### config.mk
export PLATFORM = sky130hd
export DESIGN_NAME = axi_cache_bridge_flat
export DESIGN_NICKNAME = d
export VERILOG_FILES = /design/src/rtl/axi_cache_bridge_if.sv /design/src/rtl/axi_cache_bridge.sv /design/src/flat_wrapper.sv
export SDC_FILE = /design/constraint.sdc
export NUM_CORES = 1
export LEC_CHECK = 0
export ABC_AREA = 1
export CAP_MARGIN = 10
export CORE_AREA = 2 2 215 217
export DETAILED_ROUTE_END_ITERATION = 6
export DIE_AREA = 0 0 217 219
export DONT_BUFFER_PORTS = 1
export PLACE_DENSITY = 0.57
export RECOVER_POWER = 25
export SKIP_LAST_GASP = 1
export SLEW_MARGIN = 20
export SYNTH_ARGS = -nofsm -noshare
export SYNTH_HDL_FRONTEND = slang
export SYNTH_SLANG_ARGS = --single-unit
### constraint.sdc
create_clock -name clk -period 15.1 [get_ports clk]
set_input_delay 0 -clock clk [delete_from_list [all_inputs] [get_ports clk]]
set_output_delay 0 -clock clk [all_outputs]
set_load 0.01 [all_outputs]
### src/rtl/axi_cache_bridge_if.sv
// AXI4 master bus used by the cache bridge.
// Carries the five AXI channels: AR, R, AW, W and B.
//   master : the bridge side. It drives the address and write channels plus rready and bready.
//   slave  : the interconnect or memory side. It drives the ready signals, the R channel and the B channel.
interface axi_cache_bridge_if;
  // Read address channel
  logic [3:0]  arid;
  logic [31:0] araddr;
  logic [7:0]  arlen;
  logic [2:0]  arsize;
  logic [1:0]  arburst;
  logic        arvalid;
  logic        arready;
  // Read data channel
  logic [3:0]  rid;
  logic [31:0] rdata;
  logic [1:0]  rresp;
  logic        rlast;
  logic        rvalid;
  logic        rready;
  // Write address channel
  logic [3:0]  awid;
  logic [31:0] awaddr;
  logic [7:0]  awlen;
  logic [2:0]  awsize;
  logic [1:0]  awburst;
  logic        awvalid;
  logic        awready;
  // Write data channel
  logic [31:0] wdata;
  logic [3:0]  wstrb;
  logic        wlast;
  logic        wvalid;
  logic        wready;
  // Write response channel
  logic [3:0]  bid;
  logic [1:0]  bresp;
  logic        bvalid;
  logic        bready;

  modport master (
    output arid, araddr, arlen, arsize, arburst, arvalid,
    input  arready,
    input  rid, rdata, rresp, rlast, rvalid,
    output rready,
    output awid, awaddr, awlen, awsize, awburst, awvalid,
    input  awready,
    output wdata, wstrb, wlast, wvalid,
    input  wready,
    input  bid, bresp, bvalid,
    output bready
  );

  modport slave (
    input  arid, araddr, arlen, arsize, arburst, arvalid,
    output arready,
    output rid, rdata, rresp, rlast, rvalid,
    input  rready,
    input  awid, awaddr, awlen, awsize, awburst, awvalid,
    output awready,
    input  wdata, wstrb, wlast, wvalid,
    output wready,
    output bid, bresp, bvalid,
    input  bready
  );
endinterface

### src/rtl/axi_cache_bridge.sv
// Bridge from the cache request/return interface to an AXI4 master.
// It allows one outstanding read and one outstanding write at a time.
//
// Ports:
//   clk, resetn                        clock and synchronous active-low reset
//   rd_req/rd_type/rd_addr, rd_rdy     read request, accepted on rd_req & rd_rdy
//   ret_valid/ret_last/ret_data        read beats passed straight through from the R channel
//   wr_req/wr_type/wr_addr/wr_wstrb    write request, accepted on wr_req & wr_rdy
//   wr_data, wr_rdy                    write line data (word 0 is bits [31:0]), write ready
//   axi                                AXI4 master bus (AR/R/AW/W/B)
//
// Request types: 000 byte, 001 half, 010 word, 100 full line (INCR burst).
module axi_cache_bridge #(
  parameter int LINE_WIDTH   = 256,
  parameter int OFFSET_WIDTH = 5
) (
  input  logic                  clk,
  input  logic                  resetn,
  input  logic                  rd_req,
  input  logic [2:0]            rd_type,
  input  logic [31:0]           rd_addr,
  output logic                  rd_rdy,
  output logic                  ret_valid,
  output logic                  ret_last,
  output logic [31:0]           ret_data,
  input  logic                  wr_req,
  input  logic [2:0]            wr_type,
  input  logic [31:0]           wr_addr,
  input  logic [3:0]            wr_wstrb,
  input  logic [LINE_WIDTH-1:0] wr_data,
  output logic                  wr_rdy,
  axi_cache_bridge_if.master    axi
);

  localparam int          NBEATS   = LINE_WIDTH / 32;
  localparam logic [7:0]  LINE_LEN = 8'(NBEATS - 1);
  localparam logic [2:0]  T_LINE   = 3'b100;

  typedef enum logic [1:0] {R_IDLE, R_AR, R_DATA}      r_state_t;
  typedef enum logic [1:0] {W_IDLE, W_AW, W_DATA, W_B} w_state_t;

  function automatic logic [7:0] len_of(input logic [2:0] t);
    return (t == T_LINE) ? LINE_LEN : 8'd0;
  endfunction

  function automatic logic [2:0] size_of(input logic [2:0] t);
    case (t)
      3'b000:  return 3'd0;
      3'b001:  return 3'd1;
      default: return 3'd2;
    endcase
  endfunction

  r_state_t r_state, r_next;
  w_state_t w_state, w_next;

  logic [31:0]           rd_addr_q;
  logic [2:0]            rd_type_q;
  logic [31:0]           wr_addr_q;
  logic [2:0]            wr_type_q;
  logic [3:0]            wr_wstrb_q;
  logic [LINE_WIDTH-1:0] wbuf;
  logic [7:0]            beat_cnt;
  logic [7:0]            aw_len;
  logic                  same_line;
  logic                  rd_accept;
  logic                  wr_accept;

  // The response ID and response code are consumed but have no effect.
  logic unused_resp;
  assign unused_resp = ^{axi.rid, axi.rresp, axi.bid, axi.bresp};

  assign aw_len    = len_of(wr_type_q);
  // Compare only the line-address bits of the two requests.
  assign same_line = rd_addr[31:OFFSET_WIDTH] == wr_addr_q[31:OFFSET_WIDTH];
  assign rd_accept = rd_req & rd_rdy;
  assign wr_accept = wr_req & wr_rdy;

  // Address and write fields come from the request registers. They are valid while arvalid/awvalid is high.
  assign axi.arid    = 4'd0;
  assign axi.araddr  = rd_addr_q;
  assign axi.arlen   = len_of(rd_type_q);
  assign axi.arsize  = size_of(rd_type_q);
  assign axi.arburst = 2'b01;
  assign axi.awid    = 4'd1;
  assign axi.awaddr  = wr_addr_q;
  assign axi.awlen   = aw_len;
  assign axi.awsize  = size_of(wr_type_q);
  assign axi.awburst = 2'b01;
  assign axi.wdata   = wbuf[31:0];
  assign axi.wstrb   = (wr_type_q == T_LINE) ? 4'hF : wr_wstrb_q;

  // NOTE: sequential state uses non-blocking assignments, so every flop samples its pre-edge inputs.
  always_ff @(posedge clk) begin
    if (!resetn) begin
      r_state <= R_IDLE;
      w_state <= W_IDLE;
    end else begin
      r_state <= r_next;
      w_state <= w_next;
    end
  end

  // Read FSM: next state and outputs.
  // NOTE: every output gets a default at the top, so no path through the case can infer a latch.
  always_comb begin
    r_next      = r_state;
    rd_rdy      = 1'b0;
    axi.arvalid = 1'b0;
    axi.rready  = 1'b0;
    ret_valid   = 1'b0;
    ret_last    = 1'b0;
    ret_data    = 32'd0;
    unique case (r_state)
      R_IDLE: begin
        // A read must not pass a pending write to the same line.
        rd_rdy = (w_state == W_IDLE) || !same_line;
        if (rd_req && rd_rdy) r_next = R_AR;
      end
      R_AR: begin
        axi.arvalid = 1'b1;
        if (axi.arready) r_next = R_DATA;
      end
      R_DATA: begin
        // The cache always accepts a beat, so rready depends only on the state.
        axi.rready = 1'b1;
        ret_valid  = axi.rvalid;
        ret_data   = axi.rdata;
        ret_last   = axi.rvalid & axi.rlast;
        if (axi.rvalid && axi.rlast) r_next = R_IDLE;
      end
      default: r_next = R_IDLE;
    endcase
  end

  // Write FSM: next state and outputs.
  always_comb begin
    w_next      = w_state;
    wr_rdy      = 1'b0;
    axi.awvalid = 1'b0;
    axi.wvalid  = 1'b0;
    axi.wlast   = 1'b0;
    axi.bready  = 1'b0;
    unique case (w_state)
      W_IDLE: begin
        wr_rdy = 1'b1;
        if (wr_req) w_next = W_AW;
      end
      W_AW: begin
        axi.awvalid = 1'b1;
        if (axi.awready) w_next = W_DATA;
      end
      W_DATA: begin
        axi.wvalid = 1'b1;
        axi.wlast  = (beat_cnt == aw_len);
        if (axi.wready && axi.wlast) w_next = W_B;
      end
      W_B: begin
        axi.bready = 1'b1;
        if (axi.bvalid) w_next = W_IDLE;
      end
      default: w_next = W_IDLE;
    endcase
  end

  // Request registers and the write beat counter.
  always_ff @(posedge clk) begin
    if (!resetn) begin
      rd_addr_q  <= 32'd0;
      rd_type_q  <= 3'd0;
      wr_addr_q  <= 32'd0;
      wr_type_q  <= 3'd0;
      wr_wstrb_q <= 4'd0;
      beat_cnt   <= 8'd0;
    end else begin
      if (rd_accept) begin
        rd_addr_q <= rd_addr;
        rd_type_q <= rd_type;
      end
      if (wr_accept) begin
        wr_addr_q  <= wr_addr;
        wr_type_q  <= wr_type;
        wr_wstrb_q <= wr_wstrb;
        beat_cnt   <= 8'd0;
      end else if (w_state == W_DATA && axi.wready) begin
        beat_cnt <= beat_cnt + 8'd1;
      end
    end
  end

  // Write line shift register. The current beat is always in bits [31:0].
  // NOTE: this wide data register has no reset. It is always loaded on acceptance before it is read.
  always_ff @(posedge clk) begin
    if (wr_accept) begin
      wbuf <= wr_data;
    end else if (w_state == W_DATA && axi.wready) begin
      wbuf <= wbuf >> 32;
    end
  end

endmodule

### src/flat_wrapper.sv
// flat-port wrapper written by rule: the top's interface ports become plain ports
module axi_cache_bridge_flat 
#(
  parameter int LINE_WIDTH   = 256,
  parameter int OFFSET_WIDTH = 5
)
  (clk, resetn, rd_req, rd_type, rd_addr, rd_rdy, ret_valid, ret_last, ret_data, wr_req, wr_type, wr_addr, wr_wstrb, wr_data, wr_rdy, axi_arid, axi_araddr, axi_arlen, axi_arsize, axi_arburst, axi_arvalid, axi_arready, axi_rid, axi_rdata, axi_rresp, axi_rlast, axi_rvalid, axi_rready, axi_awid, axi_awaddr, axi_awlen, axi_awsize, axi_awburst, axi_awvalid, axi_awready, axi_wdata, axi_wstrb, axi_wlast, axi_wvalid, axi_wready, axi_bid, axi_bresp, axi_bvalid, axi_bready);
  axi_cache_bridge_if axi_i ();
  input  logic clk;
  input  logic resetn;
  input  logic rd_req;
  input  logic [2:0] rd_type;
  input  logic [31:0] rd_addr;
  output logic rd_rdy;
  output logic ret_valid;
  output logic ret_last;
  output logic [31:0] ret_data;
  input  logic wr_req;
  input  logic [2:0] wr_type;
  input  logic [31:0] wr_addr;
  input  logic [3:0] wr_wstrb;
  input  logic [LINE_WIDTH-1:0] wr_data;
  output logic wr_rdy;
  output wire logic [$bits(axi_i.arid)-1:0] axi_arid;
  output wire logic [$bits(axi_i.araddr)-1:0] axi_araddr;
  output wire logic [$bits(axi_i.arlen)-1:0] axi_arlen;
  output wire logic [$bits(axi_i.arsize)-1:0] axi_arsize;
  output wire logic [$bits(axi_i.arburst)-1:0] axi_arburst;
  output wire logic [$bits(axi_i.arvalid)-1:0] axi_arvalid;
  input wire logic [$bits(axi_i.arready)-1:0] axi_arready;
  input wire logic [$bits(axi_i.rid)-1:0] axi_rid;
  input wire logic [$bits(axi_i.rdata)-1:0] axi_rdata;
  input wire logic [$bits(axi_i.rresp)-1:0] axi_rresp;
  input wire logic [$bits(axi_i.rlast)-1:0] axi_rlast;
  input wire logic [$bits(axi_i.rvalid)-1:0] axi_rvalid;
  output wire logic [$bits(axi_i.rready)-1:0] axi_rready;
  output wire logic [$bits(axi_i.awid)-1:0] axi_awid;
  output wire logic [$bits(axi_i.awaddr)-1:0] axi_awaddr;
  output wire logic [$bits(axi_i.awlen)-1:0] axi_awlen;
  output wire logic [$bits(axi_i.awsize)-1:0] axi_awsize;
  output wire logic [$bits(axi_i.awburst)-1:0] axi_awburst;
  output wire logic [$bits(axi_i.awvalid)-1:0] axi_awvalid;
  input wire logic [$bits(axi_i.awready)-1:0] axi_awready;
  output wire logic [$bits(axi_i.wdata)-1:0] axi_wdata;
  output wire logic [$bits(axi_i.wstrb)-1:0] axi_wstrb;
  output wire logic [$bits(axi_i.wlast)-1:0] axi_wlast;
  output wire logic [$bits(axi_i.wvalid)-1:0] axi_wvalid;
  input wire logic [$bits(axi_i.wready)-1:0] axi_wready;
  input wire logic [$bits(axi_i.bid)-1:0] axi_bid;
  input wire logic [$bits(axi_i.bresp)-1:0] axi_bresp;
  input wire logic [$bits(axi_i.bvalid)-1:0] axi_bvalid;
  output wire logic [$bits(axi_i.bready)-1:0] axi_bready;
  assign axi_arid = axi_i.arid;
  assign axi_araddr = axi_i.araddr;
  assign axi_arlen = axi_i.arlen;
  assign axi_arsize = axi_i.arsize;
  assign axi_arburst = axi_i.arburst;
  assign axi_arvalid = axi_i.arvalid;
  assign axi_i.arready = axi_arready;
  assign axi_i.rid = axi_rid;
  assign axi_i.rdata = axi_rdata;
  assign axi_i.rresp = axi_rresp;
  assign axi_i.rlast = axi_rlast;
  assign axi_i.rvalid = axi_rvalid;
  assign axi_rready = axi_i.rready;
  assign axi_awid = axi_i.awid;
  assign axi_awaddr = axi_i.awaddr;
  assign axi_awlen = axi_i.awlen;
  assign axi_awsize = axi_i.awsize;
  assign axi_awburst = axi_i.awburst;
  assign axi_awvalid = axi_i.awvalid;
  assign axi_i.awready = axi_awready;
  assign axi_wdata = axi_i.wdata;
  assign axi_wstrb = axi_i.wstrb;
  assign axi_wlast = axi_i.wlast;
  assign axi_wvalid = axi_i.wvalid;
  assign axi_i.wready = axi_wready;
  assign axi_i.bid = axi_bid;
  assign axi_i.bresp = axi_bresp;
  assign axi_i.bvalid = axi_bvalid;
  assign axi_bready = axi_i.bready;
  axi_cache_bridge #(.LINE_WIDTH(LINE_WIDTH), .OFFSET_WIDTH(OFFSET_WIDTH)) u_core (.clk(clk), .resetn(resetn), .rd_req(rd_req), .rd_type(rd_type), .rd_addr(rd_addr), .rd_rdy(rd_rdy), .ret_valid(ret_valid), .ret_last(ret_last), .ret_data(ret_data), .wr_req(wr_req), .wr_type(wr_type), .wr_addr(wr_addr), .wr_wstrb(wr_wstrb), .wr_data(wr_data), .wr_rdy(wr_rdy), .axi(axi_i));
endmodule
==> results of run 1 <==
[metal layers]
| metal | track usage (%) | routed length [um] | vias up |
|---|---|---|---|
| li1 | - | - | 6274 |
| met5 | 0 | 0 | - |
| met3 | 4.50 | 3070 | 144 |
| met4 | 7.95 | 1760 | 0 |
| met2 | 28.8 | 21100 | 539 |
| met1 | 22.7 | 18900 | 5898 |
[through the flow]
| step | worst slack (ps) | cells | instance area (um2) |
|---|---|---|---|
| 6_report | 8530 | 2799 | 21000 |
| 5_1_grt | 7880 | 2796 | 21000 |
| 4_1_cts | 11010 | 2791 | 21000 |
| 3_5_place_dp | 11030 | 2329 | 15800 |
| 3_3_place_gp | 11100 | 2329 | 15800 |
| 2_1_floorplan | 7510 | 1865 | 15800 |
[cells by family (layout without fill, tap and decap cells)]
group	after synthesis	count (layout)	share of synthesized area (%)
xor gates and xnor gates	12	12	0.669
adders and majority gates	5	5	0.398
and+or+nand+nor	1034	1034	25.8
buffers and inverters	369	695	10.7
DFF	342	342	59.8
other	2	32	0.0478
AOI/OAI and AO/OA	79	79	2.57
[registers in the layout (all words and copies together), names as in the netlist]
signal             cells
u_core.r_state         2
u_core.rd_type_q       3
u_core.axi.araddr     32
u_core.w_state         2
u_core.axi.awaddr     32
u_core.wr_type_q       3
u_core.wbuf          256
u_core.beat_cnt        8
u_core.wr_wstrb_q      4
[layout make-up]
class,instances,area (um2),share of cell area [%]
antenna,8,20.0,0.0953
clock buffer,52,1100,5.25
clock inverter,16,126,0.602
inverter,224,848,4.04
multi-input combinational,1154,4710,22.4
sequential,342,9410,44.8
tap,600,751,3.57
timing repair buffer,403,4030,19.2
[critical path: cells and delay by family (launching register included)]
family	cells	cell delay [ps]
buf+inv	3	1730
simple gates	2	3690
flops	1	340
fa+ha+maj	1	320
[repair_timing]
item | CTS | global route
gates resized for setup | 0 | 0
endpoints found under the hold margin | 342 | 0
hold buffers | 394 | 0
[cells in the mapped netlist (all sizes together)]
master / count
o21ai: 47
a21oi: 28
nor3: 8
buf: 84
edfxtp: 256
nand3: 9
clkinv: 22
dfxtp: 86
xor2: 2
inv: 202
nand2: 812
a211oi: 1
a21boi: 1
xnor2: 10
nand4: 37
ha: 5
o21bai: 1
nor2: 164
or2: 4
o22ai: 1
clkbuf: 61
conb: 2
[power groups by stage]
stage | sequential (uW) | clock, uW | combinational (uW)
after global placement | 1800 | 0 | 851
after floorplan | 1800 | 0 | 752
final | 1790 | 925 | 984
after detailed placement | 1810 | 0 | 875
after CTS | 1790 | 949 | 977
after global routing | 1830 | 984 | 1130
[worst paths after layout]
kind / startpoint / end / cells after the start
worst min register to register: u_core.wr_type_q[0] / u_core.wr_type_q[0] / 2
worst max register to register: u_core.w_state[1] / u_core.wbuf[13] / 6
worst min-delay path: axi_rdata[27] / ret_data[27] / 2
worst max-delay path: u_core.w_state[1] / u_core.wbuf[13] / 6
==> run_results.csv, run 1 <==
group,metric,value,unit
power,power.switching,1230,uW
yosys,synth_cell_types,32,
global_routing,grt_start_max_net_pins,154,
critical_path,end_kind,"register",
power,pwr-share-comb,26.6,%
cells_and_area,layout_commonest_cell,"nand2_1",
global_routing,grt_pass1_vias,12800,
drt,wl_per_cell,16.0,um
timing,finClkSkew,11.4,ps
floorplan,ios,560,
yosys,synthesis.area,0.0157,mm2
floorplan,coreArea,0.0451,mm2
placed_design,dp_hpwl,27.7,mm
hold_path,hold_path_class,"in -> out",
clock_tree,cts.path.max_buffers,3,
placed_design,portBuffers,0,
drt,ant_nets,0,
clock_tree,postCtsSetupRepairBufs,0,
clock_tree,path_clk_slew,60,ps
critical_path,path_cells,"inv_1 > ha_1 > nand2_1 > nand2_1 > buf_4 > buf_4",
yosys,synth_top_area_share,48.9,%
critical_path,cp.required,15260,ps
power,power.internal,2470,uW
critical_path,cp_max_fo,66,
status,status,"finished, violations left",
drt,routed_wl,44.9,mm
floorplan,die_w,217,um
power,leakagePower,0.00938,uW
timing,slew_headroom,-109,%
timing,rsz0062_at_grt,"false",
timing,fin_crit,6570,ps
timing,timing.fmax,152,MHz
cells_and_area,layout.nets,2554,
cells_and_area,drive_gt1_share,3.74,%
run,drv_cap,3,
floorplan,rows,78,
timing,fin_tns_setup,0,ps
cells_and_area,final_cell_mix,"802 x nand2_1, 392 x dlygate4sd3_1, 256 x edfxtp_1",
timing,worst_pin_slew,3130,ps
global_routing,grt_overflow,0,
yosys,synthTopCellsByArea,"edfxtp_1 49%, nand2_1 19%, dfxtp_1 11%",
critical_path,critPathMaxStageDelay,2570,ps
floorplan,die_h,219,um
yosys,synth-seq-cells,342,
clock_tree,clock_latency,540,ps
global_routing,antenna_found_initial,6,
yosys,ys_warn_count,0,
critical_path,reg2reg_slack,8530,ps
drt,vias,12900,
timing,timing.hold.ws,91.2,ps
power,p_seq_share,48.4,%
yosys,seq_area_frac_synth,59.8,%
clock_tree,cts_buffers,40,
power,irDropWorstVdd,0.0000979,V
power,p_total,3700,uW
power,clkPwrFrac,25.0,%
global_routing,track_usage,17.9,%
global_routing,grt_pass1_wl,67.1,mm
critical_path,crit_path_start_kind,"register",
placed_design,finalWeightedCongestion,0.828,
timing,slew_violations,202,
cells_and_area,final_util,46.6,%
yosys,synth_top_cell_by_area,"edfxtp_1",
drt,drc,0,
critical_path,criticalPathCategory,"reg -> reg",
timing,finalSetupViolCount,0,
yosys,synthCells,1843,
floorplan,initial_utilization,34.9,%
cells_and_area,synthToLayoutAreaGrowth,33.6,%
power,switching_share,33.3,%
cells_and_area,nFillCells,4113,
power,power_density,176,mW/mm2
critical_path,worst_path_max_delay_cell,"nand2_1",
drt,vias_per_cell,4.59,
status,violations,"max-capacitance violations, max-slew violations",
drt,first_iter_violations,1011,
clock_tree,cts.root.buffer_cell,"clkbuf_16",
critical_path,worstPathArrival,6730,ps
clock_tree,htreeDepth,2,
yosys,syn_avg_cell_area,8.53,um2
timing,fin_crit_sh,43.5,%
drt,dr.pass1.iters,5,
clock_tree,clock-sinks,342,
floorplan,fp.dieArea,0.0475,mm2
clock_tree,cts_tree,"yes",
timing,hold_viol_final,0,
(Power assumes the default switching activity.)
==> run 2, diff against run 1 <==
- ABC_AREA: 1 -> 0
- CORE_AREA: 2 2 215 217 -> 2 2 216 218
- DIE_AREA: 0 0 217 219 -> 0 0 218 220
- clock period: 15.1 -> 5.3 ns (I/O delays scaled with it)
==> run 2 against run 1 <==
Effect of this change:
- the run now fails in 4_1_cts
- synthesized cell count down 15%
- area after synthesis down 3.5%
==> run_results.csv, run 2 <==
group,metric,value,unit
status,status,"stopped before the end",
status,haltStage,"4_1_cts",
status,error,"[ERROR RSZ-0060] Max buffer count reached.",
yosys,synth-seq-cells,342,
clock_tree,clock-sinks,342,
yosys,synth_enable_flop_cells,256,
yosys,synth_top_area_share,50.7,%
yosys,ys_warn_count,0,
yosys,synthArstFlopShare,0,%
yosys,synthesis.area,0.0152,mm2
floorplan,initial_utilization,33.1,%
yosys,syn_avg_cell_area,9.68,um2
placed_design,dp_hpwl,30.1,mm
clock_tree,cts.path.max_buffers,3,
floorplan,die_w,218,um
placed_design,finalWeightedCongestion,0.814,
clock_tree,postCtsSetupRepairBufs,0,
yosys,synthCells,1567,
placed_design,portBuffers,0,
clock_tree,htreeDepth,2,
yosys,synthFlopType,"edfxtp_1",
clock_tree,cts.root.buffer_cell,"clkbuf_16",
floorplan,ios,560,
yosys,synth.most_common_cell,"nand2_1",
yosys,synthTopCellsByCount,"833 x nand2_1, 256 x edfxtp_1, 86 x dfxtp_1",
yosys,seq_area_frac_synth,62.0,%
clock_tree,cts_hold_buf,428,
yosys,synth_cell_types,34,
floorplan,rows,79,
placed_design,post_dp_cell_area,0.0153,mm2
clock_tree,cts_buffers,40,
yosys,synth_top_cell_by_area,"edfxtp_1",
floorplan,die_h,220,um
yosys,synthTopCellsByArea,"edfxtp_1 51%, nand2_1 21%, dfxtp_1 11%",
clock_tree,cts_resized,0,
run 2: cell count changes after synthesis, moves of 33 or more:
cell / change
nor2_1: -149
and2_1: +35
and3_1: +33
mux2i_1: +36
nand4_1: -34
inv_1: -191
o21ai_0: -46
a21boi_0: +39
run 2: through the flow:
stage | setup WS, ps | util [%] | hold slack (ps) | std cells
3_5_place_dp | 2220 | 33.5 | 149 | 2065
3_3_place_gp | 2260 | 33.5 | 143 | 2065
2_1_floorplan | 273 | - | 142 | 1589
run 2: cell families after synthesis:
kind of cell | synth area share, %
simple gates | 25.1
flops | 62.0
buf+inv | 5.71
compound gates | 2.33
mux | 2.45
xor+xnor | 1.96
fa+ha+maj | 0.412
other cells | 0.0495
==> run 3, diff against run 2 <==
- PLACE_DENSITY: 0.57 -> unset
- PLACE_DENSITY_LB_ADDON: unset -> 0.15
- clock period: 5.3 -> 6.9 ns (I/O delays scaled with it)
==> run 3 against run 2 <==
Effect of this change:
- the run again fails in 4_1_cts
- synthesized cell count stayed put
- area after synthesis stayed put
==> run_results.csv, run 3 <==
group,metric,value,unit
yosys,synth-seq-cells,342,
yosys,synthCells,1567,
clock_tree,htreeDepth,2,
yosys,synthTopCellsByArea,"edfxtp_1 51%, nand2_1 21%, dfxtp_1 11%",
clock_tree,cts_hold_buf,427,
status,haltStage,"4_1_cts",
yosys,synth_top_area_share,50.7,%
clock_tree,cts.path.max_buffers,3,
status,status,"stopped before the end",
yosys,synth_enable_flop_cells,256,
yosys,synthesis.area,0.0152,mm2
floorplan,ios,560,
clock_tree,clock-sinks,342,
floorplan,die_w,218,um
clock_tree,cts_buffers,40,
clock_tree,cts.root.buffer_cell,"clkbuf_16",
yosys,synthTopCellsByCount,"833 x nand2_1, 256 x edfxtp_1, 86 x dfxtp_1",
placed_design,portBuffers,0,
placed_design,finalWeightedCongestion,0.813,
status,error,"[ERROR RSZ-0060] Max buffer count reached.",
yosys,synth_top_cell_by_area,"edfxtp_1",
clock_tree,cts_resized,0,
placed_design,dp_hpwl,28.4,mm
floorplan,die_h,220,um
yosys,synth_cell_types,34,
yosys,synthFlopType,"edfxtp_1",
yosys,synthArstFlopShare,0,%
clock_tree,postCtsSetupRepairBufs,0,
floorplan,initial_utilization,33.1,%
yosys,synth.most_common_cell,"nand2_1",
floorplan,rows,79,
yosys,ys_warn_count,0,
yosys,syn_avg_cell_area,9.68,um2
yosys,seq_area_frac_synth,62.0,%
run 3: cell counts after synthesis:
No cell type changed its count.
run 3: stage by stage:
step / hold slack (ps) / util, % / cell area (um2) / setup WS (ps) / std cells
after floorplan: 142 / - / 15300 / 1870 / 1589
after global placement: 146 / 33.4 / 15300 / 3740 / 2060
after detailed placement: 147 / 33.4 / 15300 / 3640 / 2060
run 3: kinds of logic after synthesis:
kind of cell,share of synthesized area [%]
buf+inv,5.71
xor+xnor,1.96
flops,62.0
other cells,0.0495
simple gates,25.1
mux,2.45
compound gates,2.33
fa+ha+maj,0.412
